$ cat src/rtl/updown_counter_chain_if.sv
// ----------------------------------------------------------------------------
// updown_counter_chain_if
//   Bundles the command and status signals of one up/down counter chain.
//   The master drives commands and observes status. The slave is the counter.
//
//   Commands (master -> slave):
//     i_ena   clock enable for clear/load/step
//     i_clr   synchronous clear
//     i_wr    synchronous parallel load of i_in
//     i_in    load value, DIGITS*DW bits, digit 0 in the LSBs
//     i_up    count up one step
//     i_down  count down one step
//   Status (slave -> master):
//     o_q       current count, same packing as i_in
//     o_carry   1-cycle pulse when the chain wraps from all-max to zero
//     o_borrow  1-cycle pulse when the chain wraps from zero to all-max
//     o_max     every digit is at its modulus-1
//     o_zero    every digit is zero
// ----------------------------------------------------------------------------
interface updown_counter_chain_if #(
  parameter int DIGITS = 2,
  parameter int DW     = 4
);
  logic                 i_ena;
  logic                 i_clr;
  logic                 i_wr;
  logic [DIGITS*DW-1:0] i_in;
  logic                 i_up;
  logic                 i_down;
  logic [DIGITS*DW-1:0] o_q;
  logic                 o_carry;
  logic                 o_borrow;
  logic                 o_max;
  logic                 o_zero;

  modport master (
    output i_ena, i_clr, i_wr, i_in, i_up, i_down,
    input  o_q, o_carry, o_borrow, o_max, o_zero
  );

  modport slave (
    input  i_ena, i_clr, i_wr, i_in, i_up, i_down,
    output o_q, o_carry, o_borrow, o_max, o_zero
  );
endinterface

$ cat src/rtl/updown_counter_chain.sv
// ----------------------------------------------------------------------------
// updown_counter_chain
//   A chain of DIGITS cascaded up/down digit counters. Each digit has its own
//   modulus, so one instance can hold a mixed-radix field such as mm:ss.
//   Carry and borrow between digits resolve within the same clock. Wraps of
//   the whole chain raise the registered o_carry / o_borrow pulses, which can
//   drive the next chain.
//
//   Parameters:
//     DIGITS    number of digits, digit 0 is least significant
//     DW        bits per digit
//     MODS      packed per-digit modulus, DW bits per digit; a field of 0
//               means 2**DW
//     SATURATE  0: wrap at chain extremes, 1: hold at all-max / all-zero
//
//   Ports:
//     i_clk      clock, rising edge
//     i_reset_n  asynchronous reset, active low
//     bus        slave side of updown_counter_chain_if (commands in, status out)
// ----------------------------------------------------------------------------
module updown_counter_chain #(
  parameter int                   DIGITS   = 2,
  parameter int                   DW       = 4,
  parameter logic [DIGITS*DW-1:0] MODS     = 8'h6A,
  parameter bit                   SATURATE = 1'b0
) (
  input  logic                      i_clk,
  input  logic                      i_reset_n,
  updown_counter_chain_if.slave     bus
);

  localparam int W = DIGITS * DW;

  // Largest legal value of digit k. A modulus field of 0 stands for 2**DW,
  // and 0 - 1 in DW bits gives all-ones, which is exactly that digit's max.
  function automatic logic [DW-1:0] digit_max(input int k);
    logic [DW-1:0] field;
    field = MODS[k*DW +: DW];
    return field - DW'(1);
  endfunction

  logic [W-1:0]      r_q;
  logic              r_carry;
  logic              r_borrow;

  logic [DIGITS-1:0] w_dig_max;
  logic [DIGITS-1:0] w_dig_zero;
  // w_run_up[k]: digits below k are all at max, so digit k advances on an up
  // step. w_run_dn[k] is the matching all-zero condition for down steps.
  logic [DIGITS:0]   w_run_up;
  logic [DIGITS:0]   w_run_dn;
  logic [W-1:0]      w_q_up;
  logic [W-1:0]      w_q_dn;
  logic [W-1:0]      w_load;
  logic              w_all_max;
  logic              w_all_zero;
  logic              w_step_up;
  logic              w_step_dn;
  logic [W-1:0]      w_q_next;
  logic              w_carry_next;
  logic              w_borrow_next;

  assign w_run_up[0] = 1'b1;
  assign w_run_dn[0] = 1'b1;

  for (genvar k = 0; k < DIGITS; k++) begin : g_digit
    localparam logic [DW-1:0] MAXV = digit_max(k);

    logic [DW-1:0] w_dig;
    logic [DW-1:0] w_in_dig;

    assign w_dig         = r_q[k*DW +: DW];
    assign w_in_dig      = bus.i_in[k*DW +: DW];
    assign w_dig_max[k]  = (w_dig == MAXV);
    assign w_dig_zero[k] = (w_dig == '0);

    assign w_run_up[k+1] = w_run_up[k] & w_dig_max[k];
    assign w_run_dn[k+1] = w_run_dn[k] & w_dig_zero[k];

    // Each digit wraps inside its own modulus, so it never leaves 0..MAXV.
    assign w_q_up[k*DW +: DW] = !w_run_up[k] ? w_dig :
                                w_dig_max[k] ? '0    : w_dig + DW'(1);
    assign w_q_dn[k*DW +: DW] = !w_run_dn[k] ? w_dig :
                                w_dig_zero[k] ? MAXV : w_dig - DW'(1);

    // Out-of-range load fields clamp to the digit maximum.
    assign w_load[k*DW +: DW] = (w_in_dig > MAXV) ? MAXV : w_in_dig;
  end

  assign w_all_max  = w_run_up[DIGITS];
  assign w_all_zero = w_run_dn[DIGITS];
  assign w_step_up  = bus.i_up & ~bus.i_down;
  assign w_step_dn  = bus.i_down & ~bus.i_up;

  // Command priority: clear, then load, then a single up or down step.
  always_comb begin
    // NOTE: every output of this block gets a default first, so no path
    // leaves one unassigned and no latch is inferred.
    w_q_next      = r_q;
    w_carry_next  = 1'b0;
    w_borrow_next = 1'b0;
    if (bus.i_ena) begin
      if (bus.i_clr) begin
        w_q_next = '0;
      end else if (bus.i_wr) begin
        w_q_next = w_load;
      end else if (w_step_up) begin
        if (!(w_all_max && SATURATE)) begin
          w_q_next     = w_q_up;
          w_carry_next = w_all_max;
        end
      end else if (w_step_dn) begin
        if (!(w_all_zero && SATURATE)) begin
          w_q_next      = w_q_dn;
          w_borrow_next = w_all_zero;
        end
      end
    end
  end

  // The pulse registers load their next value on every edge, independent of
  // i_ena, so a pulse never lasts more than one cycle.
  always_ff @(posedge i_clk or negedge i_reset_n) begin
    if (!i_reset_n) begin
      r_q      <= '0;
      r_carry  <= 1'b0;
      r_borrow <= 1'b0;
    end else begin
      // NOTE: non-blocking assignments so every register samples the values
      // from before this edge, independent of statement order.
      r_q      <= w_q_next;
      r_carry  <= w_carry_next;
      r_borrow <= w_borrow_next;
    end
  end

  assign bus.o_q      = r_q;
  assign bus.o_carry  = r_carry;
  assign bus.o_borrow = r_borrow;
  assign bus.o_max    = &w_dig_max;
  assign bus.o_zero   = (r_q == '0);

endmodule

$ cat src/flat_wrapper.sv
// flat-port wrapper written by rule: the top's interface ports become plain ports
module updown_counter_chain_flat 
#(
  parameter int                   DIGITS   = 2,
  parameter int                   DW       = 4,
  parameter logic [DIGITS*DW-1:0] MODS     = 8'h6A,
  parameter bit                   SATURATE = 1'b0
)
  (i_clk, i_reset_n, bus_i_ena, bus_i_clr, bus_i_wr, bus_i_in, bus_i_up, bus_i_down, bus_o_q, bus_o_carry, bus_o_borrow, bus_o_max, bus_o_zero);
  updown_counter_chain_if #(.DIGITS(DIGITS), .DW(DW)) bus_i ();
  input  logic i_clk;
  input  logic i_reset_n;
  input wire logic [$bits(bus_i.i_ena)-1:0] bus_i_ena;
  input wire logic [$bits(bus_i.i_clr)-1:0] bus_i_clr;
  input wire logic [$bits(bus_i.i_wr)-1:0] bus_i_wr;
  input wire logic [$bits(bus_i.i_in)-1:0] bus_i_in;
  input wire logic [$bits(bus_i.i_up)-1:0] bus_i_up;
  input wire logic [$bits(bus_i.i_down)-1:0] bus_i_down;
  output wire logic [$bits(bus_i.o_q)-1:0] bus_o_q;
  output wire logic [$bits(bus_i.o_carry)-1:0] bus_o_carry;
  output wire logic [$bits(bus_i.o_borrow)-1:0] bus_o_borrow;
  output wire logic [$bits(bus_i.o_max)-1:0] bus_o_max;
  output wire logic [$bits(bus_i.o_zero)-1:0] bus_o_zero;
  assign bus_i.i_ena = bus_i_ena;
  assign bus_i.i_clr = bus_i_clr;
  assign bus_i.i_wr = bus_i_wr;
  assign bus_i.i_in = bus_i_in;
  assign bus_i.i_up = bus_i_up;
  assign bus_i.i_down = bus_i_down;
  assign bus_o_q = bus_i.o_q;
  assign bus_o_carry = bus_i.o_carry;
  assign bus_o_borrow = bus_i.o_borrow;
  assign bus_o_max = bus_i.o_max;
  assign bus_o_zero = bus_i.o_zero;
  updown_counter_chain #(.DIGITS(DIGITS), .DW(DW), .MODS(MODS), .SATURATE(SATURATE)) u_core (.i_clk(i_clk), .i_reset_n(i_reset_n), .bus(bus_i));
endmodule
$ cat config.mk
export PLATFORM = sky130hd
export DESIGN_NAME = updown_counter_chain_flat
export DESIGN_NICKNAME = d
export VERILOG_FILES = /design/src/rtl/updown_counter_chain_if.sv /design/src/rtl/updown_counter_chain.sv /design/src/flat_wrapper.sv
export SDC_FILE = /design/constraint.sdc
export NUM_CORES = 1
export LEC_CHECK = 0
export CAP_MARGIN = 20
export CORE_MARGIN = 2
export CORE_UTILIZATION = 51
export CTS_CLUSTER_SIZE = 8
export DETAILED_ROUTE_END_ITERATION = 12
export PLACE_DENSITY = 0.84
export SLEW_MARGIN = 0
export SYNTH_ARGS = -nofsm -noshare
export SYNTH_HDL_FRONTEND = slang
export SYNTH_SLANG_ARGS = --single-unit
$ cat constraint.sdc
create_clock -name i_clk -period 4.5 [get_ports i_clk]
set_input_delay 0.9 -clock i_clk [delete_from_list [all_inputs] [get_ports i_clk]]
set_output_delay 0.9 -clock i_clk [all_outputs]
set_load 0.01 [all_outputs]
======== Word level (Yosys, flattened, before mapping) ========
Index checks and enable logic that the tools add are counted.
Widths: inputs -> output; s select.
cells by class
  $add $sub $neg .......................... 4
  magnitude comparators ................... 2
  equality and inequality tests ........... 3
  multiplexer cells ....................... 21
  bitwise logic cells ..................... 6
  reduce and logical (&&, ||, !) cells .... 8
operators with widths
  operator             number
  $mux 4               8
  $mux 8               4
  $mux 1               9
  $add 4x1->4 const B  2
  $logic_not 4->1      2
  $logic_not 8->1      1
  $reduce_bool 4->1    2
  $sub 4x1->4 const B  2
  $and 1x1->1          4
  $eq 4x3->1 const B   1
  $eq 4x4->1 const B   1
  $gt 4x3->1 const B   1
  $gt 4x4->1 const B   1
  $ne 4x3->1 const B   1
  $reduce_and 2->1     2
  $reduce_and 4->1     1
  $not 1->1            2
storage, ports and cells
  flip-flop bits (word level) ............. 10
  output and inout bits ................... 12
  word-level logic and storage cells ...... 48

======== Logic depth before layout (Yosys ltp) ========
  depth in word-level cells ............... 7
  depth in mapped cells ................... 7

======== Worst setup path before layout ========
No wires, ideal clock.
  kind .................................... flip-flop to output port
  start ................................... register u_core.r_q[0] (netlist: u_core.bus.o_q[0])
  end ..................................... output bus_o_zero
  arrival time ............................ 1335 ps
  data required time ...................... 3600 ps
  slack ................................... 2265 ps
  stages on the path, launching flop included .. 5
  buffers on the path ..................... 0
  cells stage by stage .................... dfrtp_1 > inv_1 > ha_1 > or3b_4 > nor2_1
between the ends
  word-level cells in the longest chain between the ends .. 1
ends and longest elaborated chain
  element                 line                         source
  start, declared         updown_counter_chain.sv:42   logic [W-1:0] r_q;
  start signal, assigned  updown_counter_chain.sv:131  r_q <= w_q_next;
  $logic_not 8->1         updown_counter_chain.sv:141  assign bus.o_zero = (r_q == '0);
  end, declared           flat_wrapper.sv:23           output wire logic [$bits(bus_i.o_zero)-1:0] bus_o_zero;
No other way between the ends.

======== Worst setup path after layout ========
  start ................................... register u_core.r_q[5] (netlist: u_core.bus.o_q[5])
  end ..................................... output bus_o_max
between the ends
  word-level cells in the longest chain between the ends .. 2
ends and longest elaborated chain
  element           line                         source
  $eq 4x3->1        updown_counter_chain.sv:74   assign w_dig_max[k] = (w_dig == MAXV);
  $reduce_and 2->1  updown_counter_chain.sv:140  assign bus.o_max = &w_dig_max;
  end, declared     flat_wrapper.sv:22           output wire logic [$bits(bus_i.o_max)-1:0] bus_o_max;
No other way between the ends.

==> summary.md <==
| Metric | Value |
|---|---|
| Status | `complete, no violations` |
| Cell Count Post-Placement | `161` |
| Most frequent cells in the layout | `clkdlybuf4s50_1 (26), inv_1 (10), nor2_1 (10), dfrtp_1 (10), nand2_1 (9)` |
| Core area | `between 1500 and 2000 µm²` |
| Clock Sinks | `10` |
| EDFF count, synth | `0` |
| Slowest Stage Delay on Critical Path | `0.59 ns` |
| GRT Util Overall | `23.6%` |
| Min-Delay Path Class | `flip-flop to flip-flop` |
| Crit path kind | `flip-flop to primary output` |
| Htree depth | `1` |
| Starting DRT DRC Count | `18` |
| Hold path start | `u_core.bus.o_q[1]$_DFFE_PN0P_` |
| Synth area leaders | `dfrtp_1 (25%), ha_1 (10%), inv_1 (3.8%)` |
| Synth Instances | `about 110` |
| Max FO, Critical Path | `5` |
| Cell area after synthesis | `997 µm²` |
| Antenna diode count | `0` |
| Total global routing overflow | `0` |
| Worst-margin pin slew | `0.564 ns` |
| Hold Vio Cnt, Final | `0` |
| Max Fclk | `around 320 MHz` |
| First-pass GRT wire length | `3810 µm` |
| Synth Flop Type | `dfrtp_1` |
| Vias post-DR | `988` |
| Crit-path cells | `inv_1, ha_1, nor2b_1, nand2_1, nor3_1, clkdlybuf4s50_1` |
| Die X | `48.2 µm` |
| Post-CTS setup buffer count | `0` |
| Share of the synthesized area in the top cell type | `between 20% and 30%` |
| Drc violations | `0` |
| Final setup vio count | `0` |
| Asr flop ratio synth | `100%` |
| Row Count | `15` |
| Syn_nets | `137` |
| Most common cell after layout, fill and taps aside | `clkdlybuf4s50_1` |
| Largest net degree at the start of global routing | `17` |
| Peak supply drop | `0.132 mV` |
| CTS Buf Count | `3` |
| CTS hold repair buffers | `0` |
| Final period util | `70.0%` |
| Crit start category | `flip-flop` |
| Slowest CP cell | `clkdlybuf4s50_1` |
| Post-DP HPWL | `~1800 µm` |
| Crit path time final | `3.15 ns` |
| Clk root buf | `clkbuf_4` |
| Syn Area/Cell | `8.75 µm²` |
| Clk buf depth | `2` |
| Vias in the first global route | `855` |
| LEAKAGE | `0.534 nW` |
| Synth warn | `0` |
| Rel. slew slack | `62.2%` |
| Nets | `around 160` |
| Setup WS pre-CTS | `1.67 ns` |
| Min Hold Slack | `about 0.6 ns` |
| Synth cell types | `43` |
| Setup slack after layout | `1.35 ns` |
| Core Util, Final | `between 70% and 80%` |
| Worst EP arrival | `2.25 ns` |
| Initial Utilization | `55.9%` |
| CP endpoint kind | `primary output` |
| Post-route ant nets | `0` |
| Placer Congestion | `0.903` |
| Reg2reg start | `u_core.bus.o_q[4]$_DFFE_PN0P_` |
| Max-Cap Viols | `0` |
| Layout cells sized above 1 | `a little over a tenth` |
| Cell Pwr Density | `about 270 nW/µm²` |
| Final cell count without fillers | `around 160` |
| Worst-path clk slew | `around 0.07 ns` |
| Slew Limit Fails | `0` |
| RSZ-0062 raised after global routing | `no` |
| Register area share after synthesis | `approximately a quarter` |
| Fill cells | `147` |
| Die area | `2330 µm²` |
| CP required | `between 3 and 4 ns` |
| Area Growth Syn to Fin | `28.2%` |
| Clock latency on the worst-skew pair | `0.27 ns` |
| First element of the critical path | `u_core.bus.o_q[5]$_DFFE_PN0P_` |
| CTS tree | `done` |
| Setup TNS | `0 ns` |
| PostCTS Resize Cnt | `0` |
| Vias/cell | `6.02` |
| # IOs | `27` |
| Synth area leader | `dfrtp_1` |
| Setup Skew | `0.00323 ns` |
| Detailed Routing Iterations Pass 1 | `4` |
| Final WL | `around 2400 µm` |
| Port-buffer cells | `26` |
| Initial antenna violation count | `0` |
| Yosys reg bits | `10` |
| Die Ht | `48.2 µm` |
| Wire length per cell | `14.5 µm` |
[sequential cells by signal, indices dropped and copies added, names as in the netlist]
register,cells
u_core.bus.o_carry,1
u_core.bus.o_borrow,1
u_core.bus.o_q,8
[cell usage after synthesis (2+ instances only)]
cell	n
o221ai_1	2
or3b_4	2
nor4b_2	2
buf_2	2
a31oi_1	3
o211ai_1	2
nand3_1	2
dfrtp_1	10
nand3b_1	3
or3_1	2
nor3_1	3
nor2b_1	4
buf_6	2
o21ai_0	4
nor2_1	10
nand2b_1	2
ha_1	8
nand2_1	9
and3_1	2
o31ai_1	3
a21oi_1	3
a211oi_1	3
mux2i_1	2
inv_1	10
[logic make-up (layout without fill, tap and decap cells)]
group	after synthesis	count (layout)	share of synthesized area, %
mux	3	3	3.14
compound gates	32	32	26.6
simple gates	46	46	27.7
buf+inv	15	40	7.40
fa+ha+maj	8	8	10.0
flops	10	10	25.1
[metal layers]
layer | vias up | global-route usage (%) | share of wire, %
met3 | 5 | 3.70 | 6.0
met4 | 0 | 9.73 | 1.7
met1 | 456 | 33.7 | 47
met2 | 47 | 35.3 | 45
met5 | - | 0 | 0
li1 | 480 | - | -
[where the power goes]
part	switching [W]	leakage (nW)	internal, W
Clock	0.0000340	0.0138	0.0000310
Sequential	0.0000197	0.134	0.0000989
Combinational	0.0000767	0.386	0.0000822
Total	0.000130	0.534	0.000212
[metrics by stage]
stage                     total power, W  instance area, µm²
after detailed placement        0.000277                1260
after floorplan                 0.000220                 997
after global routing            0.000364                1280
final                           0.000342                1280
after global placement          0.000275                1260
after CTS                       0.000342                1280
[path summary, 6_finish.rpt]
check                                           endpoint  slack (ns)  cells after the start
setup / recovery                               bus_o_max        1.35                      6
hold / removal             u_core.bus.o_q[1]$_DFFE_PN0P_        0.59                      1
setup reg to reg           u_core.bus.o_q[5]$_DFFE_PN0P_        2.70                      6
hold reg to reg            u_core.bus.o_q[1]$_DFFE_PN0P_        0.59                      1
max in group asynchronous   u_core.bus.o_carry$_DFF_PN0_        3.22                      1
min in group asynchronous  u_core.bus.o_q[7]$_DFFE_PN0P_        0.95                      1
[worst max-delay path: cells and delay by family, from the launching register on]
kind | cells | cell delay (ns)
adder cells (fa/ha/maj) | 1 | 0.16
AND/OR/NAND/NOR | 3 | 0.69
buffers and inverters | 2 | 0.71
flip-flops | 1 | 0.42
[area by class of cell]
| cell class | instances | area, µm² | area share, % |
|---|---|---|---|
| clock buffers | 3 | 22.5 | 1.76 |
| inverters | 11 | 41.3 | 3.23 |
| multi-input cells | 89 | 673 | 52.6 |
| flip-flops and latches | 10 | 250 | 19.6 |
| well taps | 25 | 31.3 | 2.45 |
| repair buffers | 26 | 260 | 20.4 |
(Power assumes the default switching activity.)
